**config.mk**
```make
export PLATFORM = sky130hd
export DESIGN_NAME = uart_tx
export DESIGN_NICKNAME = d
export VERILOG_FILES = /design/src/rtl/uart_pkg.sv /design/src/rtl/uart_tx.sv
export SDC_FILE = /design/constraint.sdc
export NUM_CORES = 1
export LEC_CHECK = 0
export ABC_CLOCK_PERIOD_IN_PS = 5400
export BUFFER_PORTS_ARGS = -buffer_cell sky130_fd_sc_hd__buf_2
export CELL_PAD_IN_SITES_DETAIL_PLACEMENT = 1
export CELL_PAD_IN_SITES_GLOBAL_PLACEMENT = 1
export CORE_AREA = 4 4 80 64
export CTS_CLUSTER_SIZE = 30
export DETAILED_ROUTE_END_ITERATION = 12
export DIE_AREA = 0 0 84 68
export GPL_ROUTABILITY_DRIVEN = 0
export PLACE_DENSITY = 0.7
export SETUP_SLACK_MARGIN = 0.02
export SLEW_MARGIN = 25
export SYNTH_ARGS = -nofsm -noshare
export SYNTH_HDL_FRONTEND = slang
export SYNTH_SLANG_ARGS = --single-unit
```
**constraint.sdc**
```tcl
create_clock -name clk_i -period 5.4 [get_ports clk_i]
set_input_delay 1.08 -clock clk_i [delete_from_list [all_inputs] [get_ports clk_i]]
set_output_delay 1.08 -clock clk_i [all_outputs]
set_load 0.01 [all_outputs]
```
**src/rtl/uart_pkg.sv**
```systemverilog
// Shared UART definitions: transmitter FSM state encoding and the
// default framing constants used by the transmitter and the receiver.
package uart_pkg;

    typedef enum logic [2:0] {
        IDLE,
        START,
        DATA,
        PARITY,
        STOP
    } tx_state_e;

    localparam int OVERSAMPLE_DEF = 16;
    localparam int DATA_BITS_DEF  = 8;

endpackage

```
**src/rtl/uart_tx.sv**
```systemverilog
// UART transmitter. Serialises bytes onto tx_o as one start bit, DATA_BITS
// data bits LSB first, an optional parity bit and STOP_BITS stop bits.
// Bit timing comes from baud_tick_i, a one-cycle pulse at OVERSAMPLE times
// the baud rate, shared with the receiver.
//
// Ports:
//   clk_i, rst_i        clock, synchronous active-high reset
//   baud_tick_i         oversampled baud tick
//   tx_en_i             1 = new frames may start
//   parity_en_i         1 = append a parity bit (latched per frame)
//   parity_odd_i        1 = odd parity, 0 = even parity (latched per frame)
//   tx_data_i           byte to send
//   tx_valid_i          tx_data_i is valid
//   tx_ready_o          holding register empty
//   tx_o                serial line, idle high, registered
//   tx_busy_o           frame in progress
//   tx_done_o           one-cycle pulse after the last stop bit ends
//
// Handshake: a byte is accepted on any cycle with tx_valid_i && tx_ready_o.
// tx_ready_o is simply "holding register empty" and does not depend on
// tx_en_i, so one byte can always be parked while the line is busy or
// disabled. The holding register drains into the shift register when a
// frame starts, and tx_ready_o rises the cycle after that load.
module uart_tx
#(
    parameter int OVERSAMPLE = uart_pkg::OVERSAMPLE_DEF,
    parameter int DATA_BITS  = uart_pkg::DATA_BITS_DEF,
    parameter int STOP_BITS  = 1
) (
    input  logic                 clk_i,
    input  logic                 rst_i,
    input  logic                 baud_tick_i,
    input  logic                 tx_en_i,
    input  logic                 parity_en_i,
    input  logic                 parity_odd_i,
    input  logic [DATA_BITS-1:0] tx_data_i,
    input  logic                 tx_valid_i,
    output logic                 tx_ready_o,
    output logic                 tx_o,
    output logic                 tx_busy_o,
    output logic                 tx_done_o
);
    import uart_pkg::*;

    localparam int CNT_W = $clog2(OVERSAMPLE);
    // DATA_BITS (>= 5) always exceeds STOP_BITS (<= 2), so it sizes the bit counter.
    localparam int BIT_W = $clog2(DATA_BITS);

    localparam logic [CNT_W-1:0] CNT_LAST  = CNT_W'(OVERSAMPLE - 1);
    localparam logic [BIT_W-1:0] DATA_LAST = BIT_W'(DATA_BITS - 1);
    localparam logic [BIT_W-1:0] STOP_LAST = BIT_W'(STOP_BITS - 1);

    tx_state_e            state_q, state_d;
    logic [CNT_W-1:0]     cnt_q, cnt_d;
    logic [BIT_W-1:0]     bit_cnt_q, bit_cnt_d;
    logic [DATA_BITS-1:0] shift_q, shift_d;
    logic [DATA_BITS-1:0] hold_data_q, hold_data_d;
    logic                 hold_valid_q, hold_valid_d;
    logic                 par_en_q, par_en_d;
    logic                 par_bit_q, par_bit_d;
    logic                 tx_q, tx_d;
    logic                 done_q, done_d;

    logic accept;
    logic bit_end;
    logic load;

    assign accept  = tx_valid_i && !hold_valid_q;
    assign bit_end = baud_tick_i && (cnt_q == CNT_LAST);

    always_comb begin
        state_d      = state_q;
        cnt_d        = baud_tick_i ? cnt_q + 1'b1 : cnt_q;
        bit_cnt_d    = bit_cnt_q;
        shift_d      = shift_q;
        hold_data_d  = hold_data_q;
        hold_valid_d = hold_valid_q;
        par_en_d     = par_en_q;
        par_bit_d    = par_bit_q;
        done_d       = 1'b0;
        load         = 1'b0;
        tx_d         = 1'b1;

        if (accept) begin
            hold_data_d  = tx_data_i;
            hold_valid_d = 1'b1;
        end

        case (state_q)
            IDLE: begin
                cnt_d = '0;
                if (hold_valid_q && tx_en_i) begin
                    load = 1'b1;
                end
            end
            START: begin
                if (bit_end) begin
                    state_d   = DATA;
                    bit_cnt_d = '0;
                end
            end
            DATA: begin
                if (bit_end) begin
                    shift_d = shift_q >> 1;
                    if (bit_cnt_q == DATA_LAST) begin
                        bit_cnt_d = '0;
                        state_d   = par_en_q ? PARITY : STOP;
                    end else begin
                        bit_cnt_d = bit_cnt_q + 1'b1;
                    end
                end
            end
            PARITY: begin
                if (bit_end) begin
                    state_d   = STOP;
                    bit_cnt_d = '0;
                end
            end
            STOP: begin
                if (bit_end) begin
                    if (bit_cnt_q == STOP_LAST) begin
                        done_d = 1'b1;
                        // A waiting byte starts on this same bit_end: no idle gap.
                        if (hold_valid_q && tx_en_i) begin
                            load = 1'b1;
                        end else begin
                            state_d = IDLE;
                        end
                    end else begin
                        bit_cnt_d = bit_cnt_q + 1'b1;
                    end
                end
            end
            default: state_d = IDLE;
        endcase

        // Frame load: drain the holding register and freeze the parity
        // configuration. The parity bit is computed here so later changes
        // to parity_odd_i cannot affect the frame in flight.
        if (load) begin
            state_d      = START;
            cnt_d        = '0;
            shift_d      = hold_data_q;
            hold_valid_d = 1'b0;
            par_en_d     = parity_en_i;
            par_bit_d    = (^hold_data_q) ^ parity_odd_i;
        end

        // tx_o is registered, so drive the level belonging to the next state.
        case (state_d)
            START:   tx_d = 1'b0;
            DATA:    tx_d = shift_d[0];
            PARITY:  tx_d = par_bit_d;
            default: tx_d = 1'b1;
        endcase
    end

    always_ff @(posedge clk_i) begin
        if (rst_i) begin
            state_q      <= IDLE;
            cnt_q        <= '0;
            bit_cnt_q    <= '0;
            shift_q      <= '0;
            hold_data_q  <= '0;
            hold_valid_q <= 1'b0;
            par_en_q     <= 1'b0;
            par_bit_q    <= 1'b0;
            tx_q         <= 1'b1;
            done_q       <= 1'b0;
        end else begin
            state_q      <= state_d;
            cnt_q        <= cnt_d;
            bit_cnt_q    <= bit_cnt_d;
            shift_q      <= shift_d;
            hold_data_q  <= hold_data_d;
            hold_valid_q <= hold_valid_d;
            par_en_q     <= par_en_d;
            par_bit_q    <= par_bit_d;
            tx_q         <= tx_d;
            done_q       <= done_d;
        end
    end

    assign tx_ready_o = !hold_valid_q;
    assign tx_o       = tx_q;
    assign tx_busy_o  = (state_q != IDLE);
    assign tx_done_o  = done_q;

endmodule

```
==> results of run 1 <==
==> cells in the final DEF (no fill, tap or decap), types with 2 or more instances in the layout <==
| cell type | instances |
|---|---|
| nor2_1 | 31 |
| dfxtp_1 | 31 |
| buf_2 | 18 |
| mux2i_1 | 17 |
| nand2_1 | 10 |
| a21oi_1 | 8 |
| a211oi_1 | 7 |
| xnor2_1 | 6 |
| clkbuf_8 | 6 |
| inv_1 | 4 |
| ha_1 | 4 |
| nor2b_1 | 3 |
| o21ai_0 | 3 |
| nand3_1 | 3 |
| xor2_1 | 3 |
| nor3_1 | 3 |
| nand2b_1 | 2 |
| or3_1 | 2 |
==> final cells by class <==
type | count | area [sq um]
fill | 508 | 2610
multi-input combinational | 117 | 782
sequential | 31 | 621
timing repair buffer | 18 | 90.1
clock buffer | 6 | 82.6
tap | 57 | 71.3
clock inverter | 2 | 35.0
inverter | 4 | 15.0
==> final timing paths <==
path,start,to,slack (ns)
hold reg to reg,par_bit_q,par_bit_q,0.46
setup / recovery,baud_tick_i,tx_o,2.68
setup reg to reg,cnt_q[0],tx_o,3.03
hold / removal,par_bit_q,par_bit_q,0.46
==> sequential cells by signal, summed over array words and instances, names as in the netlist <==
signal	flops
hold_data_q	8
shift_q	8
cnt_q	4
bit_cnt_q	3
state_q	3
hold_valid_q	1
par_bit_q	1
par_en_q	1
tx_done_o	1
tx_o	1
==> per-stage QoR <==
stage | hold WS, ns | setup slack, ns | utilization [%] | power (W) | area (sq um)
2_1_floorplan | 0.432 | 2.79 | - | 0.000289 | 1470
3_3_place_gp | 0.452 | 2.47 | 36.6 | 0.000304 | 1580
3_5_place_dp | 0.452 | 2.42 | 36.6 | 0.000307 | 1580
4_1_cts | 0.460 | 2.67 | 39.4 | 0.000540 | 1700
5_1_grt | 0.500 | 2.61 | 39.4 | 0.000555 | 1700
6_report | 0.458 | 2.68 | 39.4 | 0.000531 | 1700
==> cells by family after synthesis <==
group | synth area share (%)
fa+ha+maj | 3.41
xor+xnor | 6.91
compound gates | 10.9
buf+inv | 4.35
simple gates | 19.7
mux | 12.4
flops | 42.3
==> routing by layer <==
layer  up-vias  wire length [um]  global-route usage (%)
li1        582                 -                       -
met1       538              1430                    13.3
met2        29              1640                    23.5
met3        10               172                    4.21
met4         0                87                    6.22
met5         -                 0                       0
==> worst reg2reg max path, delay by kind of cell (launching register included) <==
family | cells | cell delay [ns]
AOI/OAI and AO/OA | 1 | 0.32
adders and majority gates | 1 | 0.22
DFF | 1 | 0.36
muxes | 1 | 0.28
and+or+nand+nor | 3 | 1.08
==> power groups by stage <==
| stage | Sequential [W] | Combinational, W | Clock, W |
|---|---|---|---|
| 2_1_floorplan | 0.000249 | 0.0000401 | 0 |
| 3_3_place_gp | 0.000252 | 0.0000521 | 0 |
| 3_5_place_dp | 0.000252 | 0.0000542 | 0 |
| 4_1_cts | 0.000248 | 0.0000545 | 0.000238 |
| 5_1_grt | 0.000249 | 0.0000601 | 0.000246 |
| 6_report | 0.000248 | 0.0000533 | 0.000231 |
==> results_dict.tcl, run 1 <==
set metrics [dict create \
    outcome "finished, final reports clean" \
    drv_cap 0 \
    cts_tree "done" \
    p_comb_share_pct 10.0 \
    postCtsHoldBufs 0 \
    hold_viol 0 \
    skew_ns 0.00350 \
    synth_top_area_cell "dfxtp_1" \
    ys.flop_type "dfxtp_1" \
    ant_nets 0 \
    cts_resized 0 \
    initial_core_util_pct 34.0 \
    diodes 0 \
    fin_crit_sh_pct 50.4 \
    leakagePower_nw 0.742 \
    yosysSeqAreaShare_pct 42.3 \
    peakVddDrop_mv 0.155 \
    syn_to_final_growth_pct 15.7 \
    num_vias 1159 \
    max-clock-path-buffers 2 \
    p_seq_share_pct 46.6 \
    rows 21 \
    max_freq_mhz 367 \
    final-setup-viol-count 0 \
    syn_nets 180 \
    core_sq_um 4310 \
    power.internal_w 0.000415 \
    finalNonFillerCells 235 \
    hold_depth 2 \
    place_hpwl_mm 2.54 \
    power.share.switching_pct 22.0 \
    drt-initial-drc-count 48 \
    path_cells "buf_2 > nand4_2 > or3_1 > mux2i_1 > or3b_1 > a221o_1" \
    ys_top_cells_by_count "dfxtp_1, nor2_1, mux2i_1" \
    tightest_slew_ns 0.873 \
    cts_htree_levels 2 \
    drc 0 \
    critPathCaptureType "register" \
    yosysTopAreaCellShare_pct 42.3 \
    worstSetupPathDepth 6 \
    crit_family "simple AND/OR/NAND/NOR gates" \
    rsz0062_at_grt "no" \
    synth_edf_count 0 \
    syn_area_sq_um 1470 \
    clockRootBuffer "clkbuf_8" \
    clock_latency_ns 0.27 \
    synth_area_per_cell_sq_um 9.11 \
    final_net_count 196 \
    grt_use_total_pct 12.7 \
    clkSlewWorstSetupHoldPaths_ns 0.06 \
    setup_tns_ns 0 \
    grt_pass1_vias 1233 \
    port_buffers 18 \
    reg2reg_depth 6 \
    wl_per_cell_um 14.2 \
    worst-path-buf-inv 1 \
    post-cts-setup-buffers 0 \
    cp-start-kind "primary input" \
    clockPowerShare_pct 43.4 \
    synth_async_sr_flop_share_pct 0 \
    die_w_um 84 \
    wirelength_mm 3.33 \
    critPathRequiredTime_ns 5.56 \
    postSynthCellCount 161 \
    die_y_um 68 \
    yosysWarningCount 0 \
    hp-class "register to register" \
    timing.slew.headroom_pct 41.7 \
    slowest_stage "or3_1" \
    drv_slew 0 \
    ys_ff_latch 31 \
    fin_crit_ns 2.72 \
    power.switching_w 0.000117 \
    drive_gt1_share_pct 17.4 \
    place_inst 227 \
    crit_type "primary input to register" \
    drtPass1Iterations 4 \
    grt_overflow_total 0 \
    synth.area.top_cells "dfxtp_1, mux2i_1, nor2_1" \
    cts_buffers 5 \
    synth_cell_type_count 34 \
    ios 19 \
    clkSinkCount 31 \
    grt_max_degree 29 \
    cp_data_arrival_time_ns 2.89 \
    power_density_nw_per_um2 313 \
    grt_pass1_wl_mm 5.60 \
    critPathMaxFanout 8 \
    antenna_found_initial 0 \
    vias_per_cell 4.93 \
    die-area_sq_um 5710 \
    max_stage_delay_ns 0.56 \
]
Power figures use the tool's default switching activity.
==> run 2, diff against run 1 <==
Settings changed: ABC_CLOCK_PERIOD_IN_PS 5400 to 2200, PLACE_DENSITY 0.7 to 0.72.
Clock period 5.4 ns to 2.2 ns, I/O delays scaled along.
==> run 2 against run 1 <==
Sequential power rose by 140%. Sequential cell count is the same. Clock power rose by 140%. First-iteration DRC count is 58% higher. Die area unchanged. Via count increased by 4.7%. Clock skew increased by 0.0038 ns.
==> results_dict.tcl, run 2 (synthesis results as in run 1) <==
set metrics [dict create \
    drc 0 \
    max_freq_mhz 471 \
    gr-usage-met2_pct 23.8 \
    clock_latency_ns 0.28 \
    drive_gt1_share_pct 22.0 \
    cts_htree_levels 2 \
    cp_data_arrival_time_ns 2.30 \
    mostFrequentLayoutCells "nor2_1, dfxtp_1, buf_2, mux2i_1, nand2_1" \
    tightest_slew_ns 0.518 \
    fin_crit_sh_pct 96.6 \
    critPathMaxFanout 3 \
    power.share.switching_pct 24.0 \
    clockPowerShare_pct 42.8 \
    use_met1_pct 16.0 \
    peakVddDrop_mv 0.464 \
    crit_type "register to register" \
    hold_start "tx_data_i[3]" \
    rows 21 \
    drv_cap 0 \
    grt_use_total_pct 13.4 \
    ant_nets 0 \
    hold_depth 3 \
    core_sq_um 4310 \
    top_usage_layer "met2" \
    hp-class "primary input to register" \
    clkSinkCount 31 \
    holdPathEnd "hold_data_q[3]" \
    grt_pass1_wl_mm 5.99 \
    grt_overflow_total 0 \
    ios 19 \
    timing.rr.end "tx_o" \
    diodes 0 \
    grt_pass1_vias 1290 \
    place_hpwl_mm 2.65 \
    place_area_sq_um 1630 \
    die_w_um 84 \
    clkSlewWorstSetupHoldPaths_ns 0.07 \
    drtPass1Iterations 4 \
    outcome "finished, final reports clean" \
    reg2reg_depth 6 \
    critPathCaptureType "register" \
    layout_commonest_cell "nor2_1" \
    reg.largest.list "hold_data_q (8), shift_q (8), cnt_q (4)" \
    power_density_nw_per_um2 746 \
    cp-start-kind "register" \
    drv_slew 0 \
    hold_viol 0 \
    leakagePower_nw 0.773 \
    clockRootBuffer "clkbuf_8" \
    timing.slew.headroom_pct 65.1 \
    rsz0062_at_grt "no" \
    fin_crit_ns 2.12 \
    worstReg2RegStart "cnt_q[1]" \
    skew_ns 0.00735 \
    vias_per_cell 5.00 \
    final_net_count 204 \
    grt_max_degree 29 \
    cts_buffers 5 \
    setup_tns_ns 0 \
    num_vias 1214 \
    critPathRequiredTime_ns 2.38 \
    r2r_slack_ns 0.08 \
    port_buffers 18 \
    power.internal_w 0.000995 \
    initial_core_util_pct 34.0 \
    cts_tree "done" \
    p_comb_share_pct 10.8 \
    postCtsHoldBufs 0 \
    syn_to_final_growth_pct 19.7 \
    antenna_found_initial 0 \
    wl_per_cell_um 14.4 \
    final-setup-viol-count 0 \
    p_seq_share_pct 46.4 \
    die_y_um 68 \
    die-area_sq_um 5710 \
    wirelength_mm 3.51 \
    use_met3_pct 4.09 \
    power.switching_w 0.000314 \
    final_area_sq_um 1760 \
    max-clock-path-buffers 2 \
    drt-initial-drc-count 76 \
]
==> run 2: cell types whose count changed in the layout (fill, tap and decap cells not counted), sizes merged <==
cell | previous run | this run
buf | 18 | 26
clkbuf | 6 | 5
clkinv | 1 | 2
==> run 2: per-layer routing <==
| metal | wire [um] | share of wire, % |
|---|---|---|
| met5 | 0 | 0 |
| met4 | 19 | 0.54 |
| met3 | 102 | 2.9 |
| met2 | 1740 | 50 |
| met1 | 1650 | 47 |
==> run 2: worst max path at each step <==
stage	start	to	slack (ns)	cells after the start
final	cnt_q[1]	tx_o	0.08	6
after global routing	cnt_q[1]	tx_o	0.003	6
after CTS	cnt_q[0]	tx_o	0.05	6
after detailed placement	cnt_q[0]	tx_o	0.06	6
after global placement	cnt_q[0]	tx_o	0.17	6
after floorplan	cnt_q[0]	tx_o	0.09	7
==> run 2: repair_timing <==
| item | in CTS | in global routing |
|---|---|---|
| endpoints found under the setup margin | 0 | 1 |
| setup buffers | 0 | 1 |
| hold endpoints to repair | 0 | 0 |
| gates resized for setup | 0 | 2 |
==> run 2: power groups by stage <==
stage / logic (W) / clock network [W] / registers [W]
floorplan: 0.0000984 / 0 / 0.000612
global placement: 0.000133 / 0 / 0.000618
detailed placement: 0.000141 / 0 / 0.000620
CTS: 0.000142 / 0.000577 / 0.000608
global route: 0.000155 / 0.000606 / 0.000612
finish: 0.000141 / 0.000560 / 0.000607
==> run 2: worst max-delay path: stages, from the launching register on <==
cell     delay [ns]
dfxtp_1        0.37
ha_2           0.22
nand4_2        0.12
or3_1          0.41
mux2i_1        0.22
or3b_1         0.37
a221o_1        0.32
==> run 2: through the flow <==
step	instances	hold slack (ns)	worst slack, ns	power (W)	utilization, %
after floorplan	161	0.432	0.0911	0.000710	-
after global routing	243	0.387	0.00314	0.00137	40.7
after global placement	234	0.448	0.172	0.000751	37.9
after CTS	242	0.387	0.0517	0.00133	40.5
final	243	0.394	0.0757	0.00131	40.7
after detailed placement	234	0.453	0.0635	0.000761	37.9
==> run 2: area by class of cell <==
class | count | area (sq um)
Clock buffer | 5 | 68.8
Clock inverter | 3 | 43.8
Fill cell | 531 | 2550
Inverter | 4 | 15.0
Multi-Input combinational cell | 117 | 785
Sequential cell | 31 | 622
Tap cell | 57 | 71.3
Timing Repair Buffer | 26 | 150
